File: src/rtl/ps2_kbd_ctrl.sv
// ps2_kbd_ctrl: read-side sequencer for the PS/2 keyboard receiver FIFO.
// Pops scan-code bytes, folds E0/F0/E1 prefixes into single key events,
// tracks the currently held key and counts reported key presses.
//
// Ports:
//   clk, rst_n    system clock, asynchronous active-low reset
//   en            1 = allowed to pop receiver bytes (decode state is kept)
//   kb_data       receiver FIFO head byte, valid while kb_ready=1
//   kb_ready      receiver FIFO non-empty
//   kb_overflow   receiver sticky overflow flag
//   kb_read_n     registered active-low one-cycle pop strobe
//   key_valid     one-cycle pulse, key_code/key_ext/key_release valid
//   key_code      scan code of the event with prefixes stripped
//   key_ext       event carried an E0 prefix
//   key_release   1 = break event, 0 = make event
//   key_down      a key is currently held
//   held_code     scan code of the held key
//   press_count   reported make events, modulo 2^CNT_W
//   ovf_seen      sticky, kb_overflow seen high since reset
//
// Optional build macro PS2_TYPEMATIC_FILTER_EN: when defined, auto-repeat
// makes of the already-held key are swallowed (popped but not reported).

module ps2_kbd_ctrl #(
    parameter int unsigned E1_SKIP = 7,
    parameter int unsigned CNT_W   = 8
) (
    input  logic             clk,
    input  logic             rst_n,
    input  logic             en,
    input  logic [7:0]       kb_data,
    input  logic             kb_ready,
    input  logic             kb_overflow,
    output logic             kb_read_n,
    output logic             key_valid,
    output logic [7:0]       key_code,
    output logic             key_ext,
    output logic             key_release,
    output logic             key_down,
    output logic [7:0]       held_code,
    output logic [CNT_W-1:0] press_count,
    output logic             ovf_seen
);

    localparam logic [1:0] S_IDLE = 2'd0;
    localparam logic [1:0] S_POP  = 2'd1;
    localparam logic [1:0] S_GAP  = 2'd2;

    localparam int unsigned SKIP_W =
        (E1_SKIP < 1) ? 1 : $clog2(E1_SKIP + 1);

    localparam logic [7:0] B_E0 = 8'hE0;
    localparam logic [7:0] B_E1 = 8'hE1;
    localparam logic [7:0] B_F0 = 8'hF0;

    logic [1:0]        state_q, state_d;
    logic [7:0]        byte_q, byte_d;
    logic              rd_n_q, rd_n_d;
    logic              ext_q, ext_d;
    logic              brk_q, brk_d;
    logic [SKIP_W-1:0] skip_q, skip_d;
    logic              vld_q, vld_d;
    logic [7:0]        code_q, code_d;
    logic              kext_q, kext_d;
    logic              rel_q, rel_d;
    logic              down_q, down_d;
    logic [7:0]        hcode_q, hcode_d;
    logic              hext_q, hext_d;
    logic [CNT_W-1:0]  cnt_q, cnt_d;
    logic              ovf_q, ovf_d;

    // Held key equals the byte being decoded, including the E0 flag.
    logic held_match;
    // Event would be reported (cleared only for filtered auto-repeat).
    logic report;

    assign held_match = (hcode_q == byte_q) && (hext_q == ext_q);

`ifdef PS2_TYPEMATIC_FILTER_EN
    assign report = brk_q || !(down_q && held_match);
`else
    assign report = 1'b1;
`endif

    always_comb begin
        state_d = state_q;
        byte_d  = byte_q;
        rd_n_d  = 1'b1;
        ext_d   = ext_q;
        brk_d   = brk_q;
        skip_d  = skip_q;
        vld_d   = 1'b0;
        code_d  = code_q;
        kext_d  = kext_q;
        rel_d   = rel_q;
        down_d  = down_q;
        hcode_d = hcode_q;
        hext_d  = hext_q;
        cnt_d   = cnt_q;
        ovf_d   = ovf_q | kb_overflow;

        case (state_q)
            S_IDLE: begin
                if (en && kb_ready) begin
                    byte_d  = kb_data;
                    rd_n_d  = 1'b0;
                    state_d = S_POP;
                end
            end

            S_POP: begin
                state_d = S_GAP;
                if (skip_q != '0) begin
                    // Pause sequence body: drop without decoding.
                    skip_d = skip_q - SKIP_W'(1);
                end else if (byte_q == B_E1) begin
                    skip_d = SKIP_W'(E1_SKIP);
                    ext_d  = 1'b0;
                    brk_d  = 1'b0;
                end else if (byte_q == B_E0) begin
                    ext_d = 1'b1;
                end else if (byte_q == B_F0) begin
                    brk_d = 1'b1;
                end else begin
                    ext_d = 1'b0;
                    brk_d = 1'b0;
                    if (report) begin
                        vld_d  = 1'b1;
                        code_d = byte_q;
                        kext_d = ext_q;
                        rel_d  = brk_q;
                    end
                    if (!brk_q && report) begin
                        down_d  = 1'b1;
                        hcode_d = byte_q;
                        hext_d  = ext_q;
                        cnt_d   = cnt_q + CNT_W'(1);
                    end else if (brk_q && held_match) begin
                        down_d = 1'b0;
                    end
                end
            end

            // Lets the receiver's ready settle after the pop.
            S_GAP: state_d = S_IDLE;

            default: state_d = S_IDLE;
        endcase
    end

    always_ff @(posedge clk or negedge rst_n) begin
        if (!rst_n) begin
            state_q <= S_IDLE;
            byte_q  <= '0;
            rd_n_q  <= 1'b1;
            ext_q   <= 1'b0;
            brk_q   <= 1'b0;
            skip_q  <= '0;
            vld_q   <= 1'b0;
            code_q  <= '0;
            kext_q  <= 1'b0;
            rel_q   <= 1'b0;
            down_q  <= 1'b0;
            hcode_q <= '0;
            hext_q  <= 1'b0;
            cnt_q   <= '0;
            ovf_q   <= 1'b0;
        end else begin
            state_q <= state_d;
            byte_q  <= byte_d;
            rd_n_q  <= rd_n_d;
            ext_q   <= ext_d;
            brk_q   <= brk_d;
            skip_q  <= skip_d;
            vld_q   <= vld_d;
            code_q  <= code_d;
            kext_q  <= kext_d;
            rel_q   <= rel_d;
            down_q  <= down_d;
            hcode_q <= hcode_d;
            hext_q  <= hext_d;
            cnt_q   <= cnt_d;
            ovf_q   <= ovf_d;
        end
    end

    assign kb_read_n   = rd_n_q;
    assign key_valid   = vld_q;
    assign key_code    = code_q;
    assign key_ext     = kext_q;
    assign key_release = rel_q;
    assign key_down    = down_q;
    assign held_code   = hcode_q;
    assign press_count = cnt_q;
    assign ovf_seen    = ovf_q;

endmodule

File: config.mk
export PLATFORM = sky130hd
export DESIGN_NAME = ps2_kbd_ctrl
export DESIGN_NICKNAME = d
export VERILOG_FILES = /design/src/rtl/ps2_kbd_ctrl.sv
export SDC_FILE = /design/constraint.sdc
export NUM_CORES = 1
export LEC_CHECK = 0
export CORE_MARGIN = 8
export CORE_UTILIZATION = 52
export CTS_BUF_LIST = sky130_fd_sc_hd__clkbuf_4 sky130_fd_sc_hd__clkbuf_8
export CTS_CLUSTER_DIAMETER = 50
export DETAILED_ROUTE_END_ITERATION = 12
export PLACE_DENSITY = 0.81
export RECOVER_POWER = 100
export SYNTH_ARGS = -nofsm -noshare
export SYNTH_HDL_FRONTEND = slang
export SYNTH_SLANG_ARGS = --single-unit
export TNS_END_PERCENT = 5
File: constraint.sdc
create_clock -name clk -period 2.3 [get_ports clk]
set_clock_uncertainty 0.05 [all_clocks]
set_input_delay 0.575 -clock clk [delete_from_list [all_inputs] [get_ports clk]]
set_output_delay 0.575 -clock clk [all_outputs]
set_load 0.02 [all_outputs]
Word level (Yosys, flattened, before mapping)
Index checks and enable logic that the tools add are counted.
{"block": "totals", "regBits": 46, "latch_bits": 0, "ramBits": 0, "rom_bits": 0, "input_bits": 13, "wordCells": 65, "mem_count": 0}
{"block": "classes", "n_addsub": 2, "mul": 0, "div": 0, "order_cmp": 0, "n_eq_ne": 10, "shifts": 0, "muxes": 19, "bitwise": 6, "n_reduce_logical": 13}
{"op": "$eq A8 B8 Y1 const B", "n": 3}
{"op": "$mux W1", "n": 15}
{"op": "$reduce_and A6 Y1", "n": 2}
{"op": "$add A8 B1 Y8 const B", "n": 1}
{"op": "$eq A8 B8 Y1", "n": 1}
{"op": "$mux W3", "n": 2}
{"op": "$reduce_and A3 Y1", "n": 2}
{"op": "$not A1 Y1", "n": 5}
{"op": "$reduce_and A5 Y1", "n": 1}
{"op": "$ne A2 B2 Y1 const B", "n": 2}
{"op": "$pmux W2 S2", "n": 1}
{"op": "$reduce_and A2 Y1", "n": 2}
{"op": "$logic_and A1 B1 Y1", "n": 3}
{"op": "$ne A3 B3 Y1 const B", "n": 1}
{"op": "$reduce_bool A3 Y1", "n": 1}
{"op": "$sub A3 B1 Y3 const B", "n": 1}
{"op": "$eq A2 B1 Y1 const B", "n": 1}
{"op": "$logic_not A2 Y1", "n": 1}
{"op": "$mux W2", "n": 1}
{"op": "$ne A2 B1 Y1 const B", "n": 1}
{"op": "$reduce_bool A2 Y1", "n": 1}
{"op": "$eq A1 B1 Y1", "n": 1}
{"op": "$or A1 B1 Y1", "n": 1}

Longest topological paths before layout
{"block": "logic_depth", "word_depth": 6, "depth_mapped": 7}

Least setup slack after synthesis
Ideal clock, no wire load.
{"block": "synth_path", "path_type": "reg-to-reg", "startpoint": "reg skip_q[0]", "endpoint": "reg hcode_q[3] (netlist: held_code[3])", "arrival_ns": 1.753, "required_ns": 2.125, "path_slack_ns": 0.373, "path_stages_with_launch": 7, "n_path_buf": 1, "period_less_slack_ns": 1.927, "path_cell_list": "dfrtp_1 > inv_1 > ha_1 > nand4bb_4 > a311oi_4 > buf_6 > mux2_2"}
{"block": "synth_between", "elab_chain_len": 3}
{"item": "start, declared", "line_no": "61", "rtl": "logic [SKIP_W-1:0] skip_q, skip_d;"}
{"item": "start signal, assigned", "line_no": "174", "rtl": "skip_q <= skip_d;"}
{"item": "$reduce_bool A3 Y1", "line_no": "113", "rtl": "if (skip_q != '0) begin"}
{"item": "$not A1 Y1 (no line)"}
{"item": "$reduce_and A6 Y1 (no line)"}
{"item": "end signal, assigned", "line_no": "180", "rtl": "hcode_q <= hcode_d;"}
{"item": "end, declared", "line_no": "67", "rtl": "logic [7:0] hcode_q, hcode_d;"}
No other way between the ends.
A chain may end at the register's enable or synchronous reset.

Worst setup path after layout
{"block": "layout_path", "startpoint": "reg rd_n_q (netlist: kb_read_n)", "endpoint": "out kb_read_n"}
{"item": "start, declared", "line_no": "58", "rtl": "logic rd_n_q, rd_n_d;"}
{"item": "start signal, assigned", "line_no": "171", "rtl": "rd_n_q <= rd_n_d;"}
{"item": "end, declared", "line_no": "34", "rtl": "output logic kb_read_n,"}
No word-level cell between the ends.

==> metrics <==
core area=3689 µm²; Layout area overhead=27.47%; total grt overflow=0; Clock Tree Root=clkbuf_8; WP depth=1; drt drc=0; CP arrival=1470 ps; Antenna diodes=0; Distinct cells, synth=33; RSZ-0062 raised after global routing=false; Initial Util=54.34%; sequential fraction of the synthesis area=57.49%; top-area cell type share of the netlist area=56.18%; async set or reset register ratio after synthesis=100.0%; final worst path period need=2091 ps; vias per inst=between 5 and 6; Post-Route WL=3978 µm; reg2reg path depth=6; Final Hold Viols=0; Crit Reg-Reg Endpoint=held_code[4]; layout cells sized above 1=a little under a quarter; mapped cell area=2004 µm²; Fin Hold WS=420.4 ps; Main synth FF type=dfrtp_1; Hold WC Path Type=reg2reg; WL per Instance=roughly 16 µm; Design Area, Final=2555 µm²; #FFs+latches synth=46; hold-fix buffers at CTS=0; DP Area=2497 µm²; initial antenna violation count=0; CTS tree=done; fillers=282; most frequent cells in the layout=dfrtp_1 (45), dlygate4sd3_1 (32), mux2_2 (27), xnor2_1 (15), clkdlybuf4s50_1 (9); final std cells w/o fill=243; Clock Latency Late Sink=290 ps; crit path launch type=register; Worst Path Required=1670 ps; setup TNS=0 ps; Final Max Tran Viols=0; most common cell after layout, fill and taps aside=dfrtp_1; clk sinks=46; Critical Path End Type=primary output; synth top area cells=dfrtp_1 (56%), mux2_2 (15%), xnor2_1 (6.6%); area of the multi-input gates=785.8 µm²; met1 GRT Util=approximately 16%; CP max stage delay=660 ps; hpwl dp=between 3000 and 4000 µm; Worst Path Buf+Inv=1; most used routing layer=met2; status=complete, no violations; Max Buffers Root-to-Sink=2; crit-path leading delay family=buffers and inverters; number of enable flip-flop cells after synthesis=0; reg2reg start=skip_q[0]; Mapped Cells=142; first-pass GRT wire length=6610 µm; CP max-delay cell=dlygate4sd3_1; Synth area leader=dfrtp_1; end point of the critical path=kb_read_n; IO Pins=43; Critical path origin=kb_read_n; total iterations of the first detailed-routing run=4; clock slew at reported path FFs=about 80 ps; GRT Util Overall=13.39%; Die Wd=78.09 µm; max-cap violation count=0; Placer Congestion=between 0.7 and 0.8; net count after synthesis=158; Iteration-0 DRC Markers=46; vias in the first global route=1414; Num CTS Buffers=5; DR vias=approximately 1300; die height=78.09 µm; Die Area=roughly 6100 µm²; Tightest Pin Transition=1097 ps; largest net degree at the start of global routing=47; placed cells=235; FF+latch area=approximately 1200 µm²; ANT nets after route=0; YS warnings=0; Period Utilization, post-route=90.92%; # setup viols final=0; Global Route met2 Usage=21.38%; Cell Pwr Density=1165 nW/µm²; post-CTS repair timing setup buffer count=0; CTS resizes=0; Avg Inst Size Synth=14.12 µm²; Max-slew headroom=26.86%; Peak Freq=0.4782 GHz; H-tree depth reported by CTS=2; GRT met3 Usage=4.670%; FP Rows=22; crit path max fanout=1; Pleak=0.001099 µW; fin nets=210; # port buffers=42; worst path cell trace=dlygate4sd3_1; worst vdd ir=0.9148 mV; reg2reg setup slack=~300 ps; crit path kind=reg2out
## cell families after synthesis
kind of cell    Yosys count  synth area share (%)
simple gates             31                 10.99
flops                    46                 57.49
mux                      28                 15.67
xor+xnor                 16                 6.992
fa+ha+maj                 3                 1.873
buf+inv                   6                 1.935
compound gates           12                 5.056
## layer usage
layer  vias to the layer above  routed length, µm
li1                        606                  -
met1                       657               1681
met2                        38               1968
met3                         6                286
met4                         0                 42
met5                         -                  0
## synthesized netlist by cell type, drive strengths merged, types with 2 or more instances
master / n
buf: 3
a21oi: 2
o21a: 2
nand4: 6
inv: 3
and2: 2
ha: 3
a31oi: 2
nor2: 6
mux2: 27
nand2: 5
dfrtp: 45
xnor2: 15
and3: 2
o21ai: 3
## registers in the layout (all words and copies together) (netlist names), 2 cells and up
| name | count |
|---|---|
| key_code | 8 |
| state_q | 2 |
| held_code | 8 |
| byte_q | 8 |
| skip_q | 3 |
| press_count | 8 |
## per-stage QoR
step / total power (µW) / utilization, % / worst slack (ps)
after CTS: 3115 / 70.28 / 261.7
after global placement: 2548 / 67.71 / 391.9
after floorplan: 2020 / - / 372.7
after detailed placement: 2610 / 67.71 / 346.7
after global routing: 3161 / 69.27 / 162.8
final: 2977 / 69.27 / 208.8
## power by group
part	internal, µW	total (µW)	switching (µW)	leakage (µW)
Combinational	589	1130	544	0.000488
Sequential	1080	1340	258	0.000559
Clock	254	502	248	0.0000517
## layout make-up
| type | instances | share of cell area [%] |
|---|---|---|
| clock buffers | 7 | 3.526 |
| clock inverters | 1 | 0.1959 |
| inverters | 3 | 0.4407 |
| multi-input cells | 90 | 30.75 |
| flip-flops and latches | 46 | 45.10 |
| well taps | 48 | 2.351 |
| repair buffers | 48 | 17.63 |
## how the worst min path moves through the flow
stage / end / depth (start not counted) / slack [ps] / startpoint
global placement: ovf_seen / 1 / 400 / ovf_seen
global route: ovf_seen / 1 / 440 / ovf_seen
floorplan: brk_q / 0 / 230 / rst_n
CTS: key_code[2] / 2 / 330 / rst_n
detailed placement: ovf_seen / 1 / 410 / ovf_seen
finish: ovf_seen / 1 / 420 / ovf_seen
Note: power is estimated with default switching activity, not from simulation.
